## src/rtl/hazard_scoreboard.sv

```systemverilog
// Tuse/Tnew hazard unit for a 5-stage pipeline with a multi-cycle MDU.
// Tracks in-flight destinations in E/M/W and derives stall, flush, forwarding selects and MDU busy.
module hazard_scoreboard #(
    parameter int NREG     = 32,
    parameter int RW       = $clog2(NREG),
    parameter int MULT_LAT = 5,
    parameter int DIV_LAT  = 10,
    parameter int CW       = $clog2(DIV_LAT + 1)
) (
    input  logic          clk,
    input  logic          rst_n,
    input  logic          dec_valid,
    input  logic [RW-1:0] dec_rs,
    input  logic [RW-1:0] dec_rt,
    input  logic          dec_rs_use,
    input  logic          dec_rt_use,
    input  logic [1:0]    dec_tuse_rs,
    input  logic [1:0]    dec_tuse_rt,
    input  logic [RW-1:0] dec_dst,
    input  logic          dec_wr,
    input  logic [1:0]    dec_tnew,
    input  logic [1:0]    dec_mdu_op,
    output logic          stall,
    output logic          flush_e,
    output logic [1:0]    fwd_rs_d,
    output logic [1:0]    fwd_rt_d,
    output logic [1:0]    fwd_rs_e,
    output logic [1:0]    fwd_rt_e,
    output logic          mdu_busy
);

    localparam logic [1:0] MDU_NONE = 2'b00;
    localparam logic [1:0] MDU_MULT = 2'b01;
    localparam logic [1:0] MDU_DIV  = 2'b10;

    localparam logic [1:0] STG_NONE = 2'd0;
    localparam logic [1:0] STG_E    = 2'd1;
    localparam logic [1:0] STG_M    = 2'd2;
    localparam logic [1:0] STG_W    = 2'd3;

    typedef struct packed {
        logic          valid;
        logic          wr;
        logic [RW-1:0] dst;
        logic [1:0]    tnew;
    } entry_t;

    entry_t        e_q, e_d;
    entry_t        m_q, m_d;
    entry_t        w_q, w_d;
    logic [1:0]    e_mdu_q, e_mdu_d;
    logic [RW-1:0] e_rs_q, e_rs_d;
    logic [RW-1:0] e_rt_q, e_rt_d;
    logic [CW-1:0] cnt_q, cnt_d;
    logic          busy_q, busy_d;

    logic [1:0] rs_stage, rs_tnew, rt_stage, rt_tnew;
    logic       rs_stall, rt_stall, mdu_stall, stall_c;

    function automatic logic hit(input entry_t ent, input logic [RW-1:0] s);
        return ent.valid && ent.wr && (ent.dst == s) && (s != '0);
    endfunction

    // Nearest producer as seen from D: {stage code, tnew}, stage 0 when none.
    function automatic logic [3:0] d_lookup(input entry_t e, input entry_t m,
                                            input entry_t w, input logic [RW-1:0] s);
        if (hit(e, s))      return {STG_E, e.tnew};
        else if (hit(m, s)) return {STG_M, m.tnew};
        else if (hit(w, s)) return {STG_W, w.tnew};
        else                return {STG_NONE, 2'd0};
    endfunction

    // E is the consumer here, so only M and W can supply it.
    function automatic logic [1:0] e_lookup(input entry_t m, input entry_t w,
                                            input logic [RW-1:0] s);
        if (hit(m, s))      return STG_M;
        else if (hit(w, s)) return STG_W;
        else                return STG_NONE;
    endfunction

    always_comb begin
        {rs_stage, rs_tnew} = d_lookup(e_q, m_q, w_q, dec_rs);
        {rt_stage, rt_tnew} = d_lookup(e_q, m_q, w_q, dec_rt);

        fwd_rs_d = ((rs_stage != STG_NONE) && (rs_tnew == 2'd0)) ? rs_stage : STG_NONE;
        fwd_rt_d = ((rt_stage != STG_NONE) && (rt_tnew == 2'd0)) ? rt_stage : STG_NONE;

        fwd_rs_e = e_lookup(m_q, w_q, e_rs_q);
        fwd_rt_e = e_lookup(m_q, w_q, e_rt_q);

        rs_stall = dec_valid && dec_rs_use && (rs_stage != STG_NONE) &&
                   (rs_stage != STG_W) && (rs_tnew > dec_tuse_rs);
        rt_stall = dec_valid && dec_rt_use && (rt_stage != STG_NONE) &&
                   (rt_stage != STG_W) && (rt_tnew > dec_tuse_rt);

        // Any HI/LO access waits for an in-flight mult/div, including one still in E.
        mdu_stall = dec_valid && (dec_mdu_op != MDU_NONE) &&
                    (busy_q || (e_q.valid && ((e_mdu_q == MDU_MULT) || (e_mdu_q == MDU_DIV))));

        stall_c  = rs_stall || rt_stall || mdu_stall;
        stall    = stall_c;
        flush_e  = stall_c;
        mdu_busy = busy_q;
    end

    always_comb begin
        w_d      = m_q;
        w_d.tnew = 2'd0;

        m_d      = e_q;
        m_d.tnew = (e_q.tnew == 2'd0) ? 2'd0 : (e_q.tnew - 2'd1);

        if (dec_valid && !stall_c) begin
            e_d.valid = 1'b1;
            e_d.wr    = dec_wr;
            e_d.dst   = dec_dst;
            e_d.tnew  = dec_tnew;
            e_mdu_d   = dec_mdu_op;
            e_rs_d    = dec_rs;
            e_rt_d    = dec_rt;
        end else begin
            e_d     = '0;
            e_mdu_d = MDU_NONE;
            e_rs_d  = '0;
            e_rt_d  = '0;
        end
    end

    // The load from E wins over the decrement, even on a stall edge.
    always_comb begin
        cnt_d = cnt_q;
        if (e_q.valid && (e_mdu_q == MDU_MULT)) begin
            cnt_d = CW'(MULT_LAT);
        end else if (e_q.valid && (e_mdu_q == MDU_DIV)) begin
            cnt_d = CW'(DIV_LAT);
        end else if (cnt_q != '0) begin
            cnt_d = cnt_q - CW'(1);
        end
        busy_d = (cnt_d != '0);
    end

    always_ff @(posedge clk or negedge rst_n) begin
        if (!rst_n) begin
            e_q     <= '0;
            m_q     <= '0;
            w_q     <= '0;
            e_mdu_q <= MDU_NONE;
            e_rs_q  <= '0;
            e_rt_q  <= '0;
            cnt_q   <= '0;
            busy_q  <= 1'b0;
        end else begin
            e_q     <= e_d;
            m_q     <= m_d;
            w_q     <= w_d;
            e_mdu_q <= e_mdu_d;
            e_rs_q  <= e_rs_d;
            e_rt_q  <= e_rt_d;
            cnt_q   <= cnt_d;
            busy_q  <= busy_d;
        end
    end

endmodule
```

## config.mk

```make
export PLATFORM = sky130hd
export DESIGN_NAME = hazard_scoreboard
export DESIGN_NICKNAME = d
export VERILOG_FILES = /design/src/rtl/hazard_scoreboard.sv
export SDC_FILE = /design/constraint.sdc
export NUM_CORES = 1
export LEC_CHECK = 0
export ABC_AREA = 1
export BUFFER_PORTS_ARGS = -buffer_cell sky130_fd_sc_hd__buf_4
export CORE_MARGIN = 2
export CORE_UTILIZATION = 30
export DETAILED_ROUTE_END_ITERATION = 7
export GPL_ROUTABILITY_DRIVEN = 1
export GPL_TIMING_DRIVEN = 0
export PLACE_DENSITY_LB_ADDON = 0.05
export SLEW_MARGIN = 20
export SYNTH_ARGS = -nofsm -noshare
export SYNTH_HDL_FRONTEND = slang
export SYNTH_SLANG_ARGS = --single-unit
```

## constraint.sdc

```tcl
create_clock -name clk -period 2.2 [get_ports clk]
set_clock_uncertainty 0.05 [all_clocks]
set_input_delay 0.33 -clock clk [delete_from_list [all_inputs] [get_ports clk]]
set_output_delay 0.33 -clock clk [all_outputs]
set_load 0.01 [all_outputs]
```

# Yosys cells after proc, flatten, opt, wreduce, memory -nomap -nowiden
# Index checks and enable logic that the tools add are counted.
# Widths: inputs -> output; s select.
# totals
output_inout_bits,11
elab_cells,110
input_bits,29
ff_bits,42
# classes
add_sub_neg,2
muxes,20
eq_ne,14
n_reduce_logical,56
order_cmp,2
# op_table
op,n
$eq 5x5->1,10
$logic_and 1x1->1,39
$mux 4,9
$reduce_bool 5->1,4
$mux 2,8
$mux 5,2
$mux 9,1
$reduce_bool 4->1,2
$logic_not 2->1,3
$reduce_bool 2->1,3
$gt 2x2->1,2
$logic_or 1x1->1,4
$ne 2x2->1 const B,2
$sub 4x1->4 const B,1
$eq 2x1->1 const B,1
$eq 2x2->1 const B,1
$sub 2x1->2 const B,1
$logic_not 1->1,1

# Depth between registers and ports, before layout
# Gate-level depths: netlist of the first run.
# depth
word_depth,15
ltp_mapped,18
depth_no_buf,17

# Worst setup path after synthesis of the first run
# No wires, ideal clock.
# synth_path
kind,reg2out
start,register m_q[4] (netlist bit)
end,output port stall
stages_incl_launch_ff,16
setup_slack_ps,-256
required_ps,1820
t_arrival_ps,2076
path_buffers,2
path_cell_list,dfrtp_1 -> buf_2 -> inv_1 -> nand2_1 -> nand2_1 -> nand2_1 -> nor2_1 -> nand2_2 -> nand2_4 -> o211ai_1 -> inv_1 -> ha_1 -> a211oi_1 -> nand2_4 -> nand3_1 -> buf_4
# synth_between
elab_chain_len,11
word_cells_on_any_way,24
classes_between,order compare: 2; eq/ne: 4; mux: 4; reduce/logical: 14
# synth_lines
element,line_no,rtl
"start, declared",49,"entry_t m_q, m_d;"
"start signal, assigned",154,m_q <= m_d;
$eq 5x5->1,61,return ent.valid && ent.wr && (ent.dst == s) && (s != '0);
$logic_and 1x1->1 (2 in a row),61,
$mux 4,68,"else if (hit(m, s)) return {STG_M, m.tnew};"
$mux 4,67,"if (hit(e, s)) return {STG_E, e.tnew};"
$reduce_bool 2->1 (on tied branches),"91, 93",
$logic_and 1x1->1 (on tied branches) (2 in a row),"91, 93",
$logic_and 1x1->1 (on tied branches),"92, 94",
$logic_or 1x1->1 (*) (2 in a row),100,stall_c = rs_stall || rt_stall || mdu_stall;
"end, declared",23,"output logic stall,"
# Mark *: on every way between the ends. The rest lies on a longest branch, timed or not.

# Worst setup path after layout of the first run
# layout_path
start,register e_q[4] (netlist bit)
end,output port stall
# layout_between
elab_chain_len,10
word_cells_on_any_way,22
classes_between,order compare: 2; eq/ne: 4; mux: 2; reduce/logical: 14
# layout_lines
element,line_no,rtl
"start, declared",48,"entry_t e_q, e_d;"
"start signal, assigned",144,e_q <= '0;
"start signal, assigned",153,e_q <= e_d;
$eq 5x5->1,61,
$logic_and 1x1->1 (2 in a row),61,
$mux 4,67,
$reduce_bool 2->1 (on tied branches),"91, 93",
$logic_and 1x1->1 (on tied branches) (2 in a row),"91, 93",
$logic_and 1x1->1 (on tied branches),"92, 94",
$logic_or 1x1->1 (*) (2 in a row),100,
# Marked as above.

==> results.md, run 1 <==
Synthesis:
- After synthesis, the cell types taking the most area are sky130_fd_sc_hd__dfrtp_1 39%, sky130_fd_sc_hd__nand2_1 12%, sky130_fd_sc_hd__inv_1 6.6%.
- The count of flip-flops with a built-in enable after synthesis is 0.
- After technology mapping, the gate count stands at 339.
- Sorting the synthesized cells by how often they occur yields 82 x sky130_fd_sc_hd__nand2_1, 47 x sky130_fd_sc_hd__inv_1, 42 x sky130_fd_sc_hd__dfrtp_1.
- Of all flip-flops after synthesis, the portion carrying an async set or reset was 100%.
- The most frequently used cell type in the post-synthesis netlist is sky130_fd_sc_hd__nand2_1.
- Synthesis inferred 42 register bits.
- The post-synth net total is 375.
- The mean cell area of the mapped netlist is 7.89 um2.
- The share of the Yosys chip area taken by registers is 39.3%.
- The post-synthesis cell area is 2680 um2.
- During synthesis, Yosys emitted a total of 0 warnings.
- The number of distinct library cell variants in the gate-level netlist after synthesis is 35.
- The top cell type by total area after synthesis is sky130_fd_sc_hd__dfrtp_1.
- The fraction of synthesized cell area taken by the top area cell type is 39.3%.
- In the synthesized netlist the dominant register cell turns out to be sky130_fd_sc_hd__dfrtp_1.

Clock tree:
- Clock tree synthesis found a total of 42 sinks.
- The clock root buffer master is sky130_fd_sc_hd__clkbuf_8.
- Clock-pin slew was measured on the worst setup and hold paths at 80 ps.
- The number of H-tree levels is 2.
- Buffers inserted during clock tree synthesis total 5.
- The insertion delay of the later-clocked pin in the worst-skew pair is 290 ps.
- TritonCTS built the clock tree.
- No sink is reached through more buffers than the 2 on the longest clock path.

Placement:
- The wire-length estimate of the detail-placed layout is 5.13 mm.
- The final estimated routing congestion in global placement is 0.829.
- Counting tap cells, the placed design contains a total of 486 instances.
- The worst-case setup slack after placement is -453 ps.
- In this run the tool buffered the top-level ports with 39 buffer cells.

STA:
- Across all setup checks in the final design, the least slack found is -575 ps.
- The hold violation total from the final report was 0.
- At the pin with the least slew margin, the transition time is 532 ps.
- Across all hold checks on the routed design, the worst slack comes to 218 ps.
- The achievable clock frequency is 0.360 GHz.
- Setup repair after global routing could not meet its margin everywhere.
- The max-slew headroom at the worst pin is 64.5%.
- After layout, the minimum clock period comes to 2780 ps.
- The share of the clock period used by the worst path after layout is 126%.
- The sum of negative setup slack is -7870 ps.
- The final setup violation count is 25.
- The count of final max-slew check failures was 0.

Min path:
- The worst hold path terminates at e_mdu_q[1].
- The worst hold path begins at dec_mdu_op[1].
- The class of the worst hold path is primary input to flip-flop.
- The worst hold path was traced through 3 stages.

Detailed routing:
- The detailed-routing iteration count for the pre-antenna-repair pass is 4.
- The wire length on met2 is 3.53 mm.
- The highest layer touched by signal routing is met4.
- For this block, wires on met1 add up to 3.06 mm.
- The length of routed met3 wiring is 182 um.
- The remaining antenna violation count after routing is 0.
- Across all layers, the routed design uses 2,339 vias.
- The post-detailed-route DRC marker count is 0.
- The total length of routed wires is 6.84 mm.
- After detailed routing, the average wire length per cell comes to 13.1 um.
- The first routing iteration left 86 violations.
- The mean number of vias per cell is 4.49.

Critical path:
- The worst register-to-register path begins at e_q[4].
- The minimum setup slack among reg-to-reg paths is -330 ps.
- STA classifies the critical path startpoint as a flip-flop.
- Traced cell by cell, the critical path runs through inv_1, nand2_1, nand2_2, nand2_2, nor2_4, nand2_4, o211ai_1, inv_1, ha_4, a21oi_4, a211oi_4, nand2_4, nand3_4, buf_6, buf_6.
- STA puts the critical path data required time at 1820 ps.
- The worst setup path is captured at an output port.
- Of all nets on the critical path, the largest fanout is 6.
- In this run the critical register-to-register path is captured at e_q[0].
- In this design, the stage delay of the slowest critical-path cell is 440 ps.
- The path depth of the worst reg2reg path is 17.
- The slowest stage of the critical path belongs to the cell sky130_fd_sc_hd__dfrtp_1.
- The critical path data arrival time is 2400 ps.
- The start-to-end type of the worst setup path is flip-flop to output port.

Floorplanning:
- The total core area is 8680 um2.
- The initial utilization of the core area, before any placement, comes to 30.8%.
- In this run the vertical extent of the chip is 98.5 um.
- The number of primary I/O pins is 40.
- The floorplan has 34 rows.
- The die covers 9690 um2.
- The die span in x is 98.5 um.

Finish:
- The number of diodes is 0.
- The layout overhead on the synthesized area is 39.2%.
- The share of layout cells above drive strength 1 is 40.9%.
- Leaving out filler cells and counting taps, the final layout contains 521.
- The final-stage net count is 448.

GRT:
- The number of antenna violations at the first check in global routing is 0.
- Summed over all layers, the global routing overflow is 0.
- The first global-routing pass estimated 11.1 mm of wire.
- The number of global-route vias before repair is 2,174.
- Entering global routing, the biggest net connects 43 pins.
- The total global-route track usage is 14.4%.

Power and ir drop:
- The analysis attributes to cell leakage a power of 1.86 nW.
- Dividing total power by cell area gives a power density of 597 nW/um2.
- The completed layout was analyzed and its total power is 0.00222 W.
- The maximum VDD drop is 0.316 mV.

Job:
- The number of max-capacitance violations reported is 0.

Status:
- The run finished, with violations left.
- The checks that failed: setup timing.
cell type report:
type | count | area (um2)
plain buffers | 4 | 62.6
clock buffers | 7 | 76.3
clock inverters | 1 | 30.0
fillers | 946 | 4950
inverters | 64 | 243
multi-input cells | 228 | 1520
flip-flops and latches | 42 | 1060
well taps | 108 | 135
repair buffers | 67 | 601
logic make-up (layout without fill, tap and decap cells):
group | after synthesis | count (layout) | share of synthesized area [%]
XOR/XNOR | 21 | 21 | 6.87
buffers and inverters | 69 | 143 | 10.9
adder cells (fa/ha/maj) | 7 | 7 | 3.27
AND/OR/NAND/NOR | 166 | 166 | 32.1
flip-flops | 42 | 42 | 39.3
AO/OA/AOI/OAI | 34 | 34 | 7.57
flip-flops by register name (all words and copies together) (netlist names):
| register | cells |
|---|---|
| e_rt_q | 5 |
| e_mdu_q | 2 |
| cnt_q | 4 |
| e_rs_q | 5 |
| m_q | 9 |
| mdu_busy | 1 |
| e_q | 9 |
| w_q | 7 |
worst max path at each step:
stage	startpoint	to	cells after the start
2_1_floorplan	m_q[4]	stall	14
3_3_place_gp	m_q[6]	stall	15
3_5_place_dp	m_q[3]	stall	15
4_1_cts	e_q[4]	stall	15
5_1_grt	e_q[4]	stall	15
6_report	e_q[4]	stall	15
worst max-delay path: cells and delay by family, from the launching register on:
| family | cells | cell delay, ps |
|---|---|---|
| fa+ha+maj | 1 | 310 |
| simple gates | 7 | 540 |
| buf+inv | 4 | 360 |
| flops | 1 | 440 |
| compound gates | 3 | 450 |
power by group:
group	total, W	internal (W)	leakage (nW)	switching (W)
Combinational	0.000688	0.000326	1.27	0.000363
Sequential	0.000942	0.000862	0.539	0.0000801
Clock	0.000594	0.000340	0.0524	0.000254
Total	0.00222	0.00153	1.86	0.000697
layout by cell type (no fill, tap or decap), types with 3 or more instances in the layout:
cell type,instances
sky130_fd_sc_hd__o22ai_1,3
sky130_fd_sc_hd__inv_1,44
sky130_fd_sc_hd__o21ai_1,3
sky130_fd_sc_hd__clkbuf_8,5
sky130_fd_sc_hd__nand2_4,4
sky130_fd_sc_hd__nor2_4,18
sky130_fd_sc_hd__dfrtp_2,6
sky130_fd_sc_hd__xnor2_2,3
sky130_fd_sc_hd__o211ai_1,3
sky130_fd_sc_hd__dfrtp_1,36
sky130_fd_sc_hd__xnor2_1,12
sky130_fd_sc_hd__xor2_1,6
sky130_fd_sc_hd__nand2_2,16
sky130_fd_sc_hd__nor2_2,12
sky130_fd_sc_hd__buf_6,10
sky130_fd_sc_hd__a21oi_1,6
sky130_fd_sc_hd__nor3_1,5
sky130_fd_sc_hd__ha_1,5
sky130_fd_sc_hd__nand2_1,71
sky130_fd_sc_hd__inv_2,19
sky130_fd_sc_hd__buf_12,4
sky130_fd_sc_hd__nand4_1,8
sky130_fd_sc_hd__buf_4,54
sky130_fd_sc_hd__o21ai_0,7
sky130_fd_sc_hd__nand3_1,9
sky130_fd_sc_hd__nor2_1,16
timing repair:
action / CTS / global route
setup endpoints to repair: 27 / 30
endpoints found under the hold margin: 34 / 0
hold buffers: 1 / 0
pin swaps: 4 / 18
resized for setup: 17 / 45
gates cloned: 2 / 0
buffers inserted: 8 / 17
per-stage QoR:
step                cell area, um2  util [%]
floorplan                     2730         -
global placement              3160      36.4
detailed placement            3160      36.4
CTS                           3460      39.9
global route                  3730      42.9
finish                        3730      42.9
metal layers:
layer  GRT usage (%)  up-vias
met2            25.4       32
li1                -     1199
met3            2.13        7
met1            18.8     1101
met4            3.16        0
met5               0        -
Power figures use the tool's default switching activity.
==> run 2: changes to the inputs <==
CORE_ASPECT_RATIO = 1.4   (was unset)
==> run 2 against run 1 <==
Against the previous run:
- the flow finishes with violations (hold timing, setup timing)
- die area is 0.11% higher
- critical path depth is 1 higher
- sequential power hardly changed
- non-clock buffer count is 2 lower
- utilization is 1.6 points higher
- first-iteration DRC count is 28% lower
- critical endpoint unchanged
==> results.md, run 2 (synthesis gave the netlist of run 1 again) <==
Status:
- The run finished, with violations left.
- The checks that failed: hold timing, setup timing.

Finish:
- In the final layout, the registers with the most flip-flops are e_q (9), m_q (9), w_q (7).
- The number of fill cells is 896 (-5.3%).
- The footprint of the multi-input gates is 1550 um2 (+2.1%).
- The total area of sequential cells is 1060 um2 (+0.12%).
- The count of placed standard cells in the final layout, fillers left out is 516 (-0.96%).
- The layout overhead on the synthesized area is 43.4%.
- In the layout the commonest cells are 72 x sky130_fd_sc_hd__nand2_1, 49 x sky130_fd_sc_hd__buf_4, 43 x sky130_fd_sc_hd__inv_1.
- The number of diodes is 0 (unchanged).
- The final-stage net count is 446 (-0.45%).
- The share of layout cells above drive strength 1 is 43.1% (+2.1 points).
- Leaving out fill and tap cells, the most frequent cell in the layout is sky130_fd_sc_hd__nand2_1.

STA:
- The clock period minus worst slack is 2820 ps (+45.3 ps).
- The achievable clock frequency was 0.355 GHz (-1.6%).
- The count of final max-slew check failures is 0 (unchanged).
- The slew of the pin with the lowest slew margin came to 565 ps (+32.8 ps).
- The hold violation total from the final report is 15 (+15).
- The sum of negative setup slack is -10,640 ps (-2770 ps).
- The smallest hold slack is -13.4 ps (-231 ps).
- The worst path setup slack after routing is -620 ps (-45.3 ps).
- The final setup violation count is 26 (+4.0%).
- The max-slew headroom at the worst pin is 62.4% (-2.2 points).
- Setup repair after global routing could not meet its margin everywhere.
- The share of the clock period used by the worst path after layout is 128% (+2.1 points).

Critical path:
- The critical path is of the flip-flop to output port type.
- Walking the worst path, the cells encountered are buf_12, xnor2_4, nand2_2, nor2_4, nand2_4, inv_2, nand2_2, nand2_2, inv_2, ha_4, a21oi_4, a211oi_4, nand2_2, nand3_4, buf_6, buf_6.
- The kind of start point of the critical path is a flip-flop.
- The highest fanout seen on the critical path was 6 (unchanged).
- The cell that appears most often on the critical path is sky130_fd_sc_hd__nand2_2.
- The largest stage delay on the critical path was 430 ps (about the same).
- The largest individual stage delay along the critical path comes from the cell sky130_fd_sc_hd__dfrtp_2.
- The minimum setup slack among reg-to-reg paths came to -460 ps (-130 ps).
- The required time reported for the critical path endpoint is 1820 ps (about the same).
- The critical path data arrival time is 2440 ps (+40 ps).
- STA classifies the critical path endpoint as an output port.
- In this run the critical register-to-register path is captured at e_mdu_q[0].
- The startpoint of the lowest-slack register-to-register path is e_q[4].
- The path depth of the worst reg2reg path came to 19 (+2).

Placement:
- The detailed placement HPWL was 5.36 mm (+4.6%).
- The count of port buffers added during placement is 39 (unchanged).
- The worst-case setup slack after placement was -460 ps (-6.58 ps).
- The placed instance count came to 483 (-0.62%).
- The final estimated routing congestion in global placement came to 0.778 (-6.1%).

Floorplanning:
- The placement row count was 40 (+18%).
- The die height was 116 um (+18%).
- The number of primary I/O pins was 40 (unchanged).
- The effective utilization at floorplan was 31.1% (+0.25 points).
- The die footprint is 9700 um2 (+0.11%).
- The die span in x is 83.8 um (-15%).
- The total core area is 8610 um2 (-0.81%).

Clock tree:
- The number of buffers inserted during clock tree synthesis is 5 (unchanged).
- The number of H-tree levels was 2 (unchanged).
- The clock edge transition at the registers on the reported setup and hold paths is 60 ps (-20 ps).
- The number of sinks driven by the clock tree is 42 (unchanged).
- The maximum buffer depth of the clock tree is 2 (unchanged).
- TritonCTS built the clock tree.
- The insertion delay of the later-clocked pin in the worst-skew pair came to 280 ps (about the same).
- In this run the clock root is driven by a sky130_fd_sc_hd__clkbuf_16.

GRT:
- The total global-route track usage is 15.6% (+1.2 points).
- The number of global-route vias before repair is 2,304 (+6.0%).
- The maximum number of pins on one net before global-route repair is 43 (unchanged).
- The sum of overflow across all layers after global routing came to 0 (unchanged).
- The number of antenna violations at the first check in global routing is 0 (unchanged).
- The first-pass GRT wire length is 11.5 mm (+4.0%).

Detailed routing:
- The mean number of vias per cell is 4.56 (+1.5%).
- The post-detailed-route DRC marker count was 0 (unchanged).
- The remaining antenna violation count after routing is 0 (unchanged).
- The routed wirelength normalized by instance count came to 14.3 um (+8.7%).
- The detailed-routing iteration count for the pre-antenna-repair pass was 4 (unchanged).
- The overall via count from detail_route is 2,352 (+0.56%).
- The total length of routed wires is 7.36 mm (+7.7%).
- The number of violations reported at the end of detailed-routing iteration 0 was 62 (-28%).

Power and ir drop:
- The ratio of total power to cell area is 682 nW/um2 (+14%).
- The total power is 0.00262 W (+18%).
- The static leakage was 1.91 nW (+2.3%).
- The maximum VDD drop came to 0.350 mV (+11%).

Job:
- The number of max-capacitance violations reported is 0 (unchanged).

Min path:
- The class of the worst hold path is primary input to async pin.
==> run 2: cell types whose count changed in the layout (fill, tap and decap cells not counted), sizes merged <==
cell | previous run | this run
bufinv | 1 | 2
clkbuf | 7 | 6
dlygate4sd3 | 1 | 0
buf | 70 | 69
==> run 2: critical path: cells and delay by family, from the launching register on <==
family | cells | cell delay, ps
AOI/OAI and AO/OA | 2 | 220
xor gates and xnor gates | 1 | 150
DFF | 1 | 430
adders and majority gates | 1 | 290
and+or+nand+nor | 7 | 600
buffers and inverters | 5 | 450
==> run 2: per-stage QoR <==
stage	util [%]	area, um2
after floorplan	-	2730
after detailed placement	36.6	3150
final	44.6	3840
after global placement	36.6	3150
after CTS	42.3	3640
after global routing	44.6	3840
==> run 2: worst max-delay path by stage <==
stage | from | slack [ps] | to | cells after the start
6_report | e_q[4] | -620 | stall | 16
5_1_grt | e_q[4] | -760 | stall | 16
4_1_cts | e_q[4] | -670 | stall | 15
3_5_place_dp | m_q[6] | -460 | stall | 15
3_3_place_gp | m_q[6] | -430 | stall | 15
2_1_floorplan | m_q[4] | -100 | stall | 14
==> run 2: per-layer routing <==
| metal | share of wire [%] | vias up | GRT usage, % | wire length, um |
|---|---|---|---|---|
| met3 | 2.7 | 14 | 2.56 | 200 |
| met4 | 3.5 | 0 | 7.74 | 259 |
| met5 | 0 | - | 0 | 0 |
| met1 | 40 | 1097 | 17.1 | 2910 |
| met2 | 54 | 46 | 29.1 | 3990 |
| li1 | - | 1195 | - | - |
==> run 2: area by class of cell <==
cell class                 instances  area share, %
clock buffer                       6           3.62
buffer                             4           1.63
tap                              105           3.42
clock inverter                     2           1.57
timing repair buffer              65           15.4
sequential                        42           27.6
inverter                          64           6.33
multi-input combinational        228           40.5
==> run 2: repair_timing <==
item	4_1_cts	5_1_grt
pin swaps	13	22
endpoints found under the setup margin	27	31
setup buffers	19	11
cloned	2	0
resized for setup	34	39
hold buffers	0	0
==> run 2: report_power, final <==
group / leakage (nW) / total [W] / switching [W] / internal (W)
clock network: 0.0971 / 0.000979 / 0.000298 / 0.000681
logic: 1.27 / 0.000692 / 0.000367 / 0.000324
registers: 0.537 / 0.000945 / 0.0000819 / 0.000864
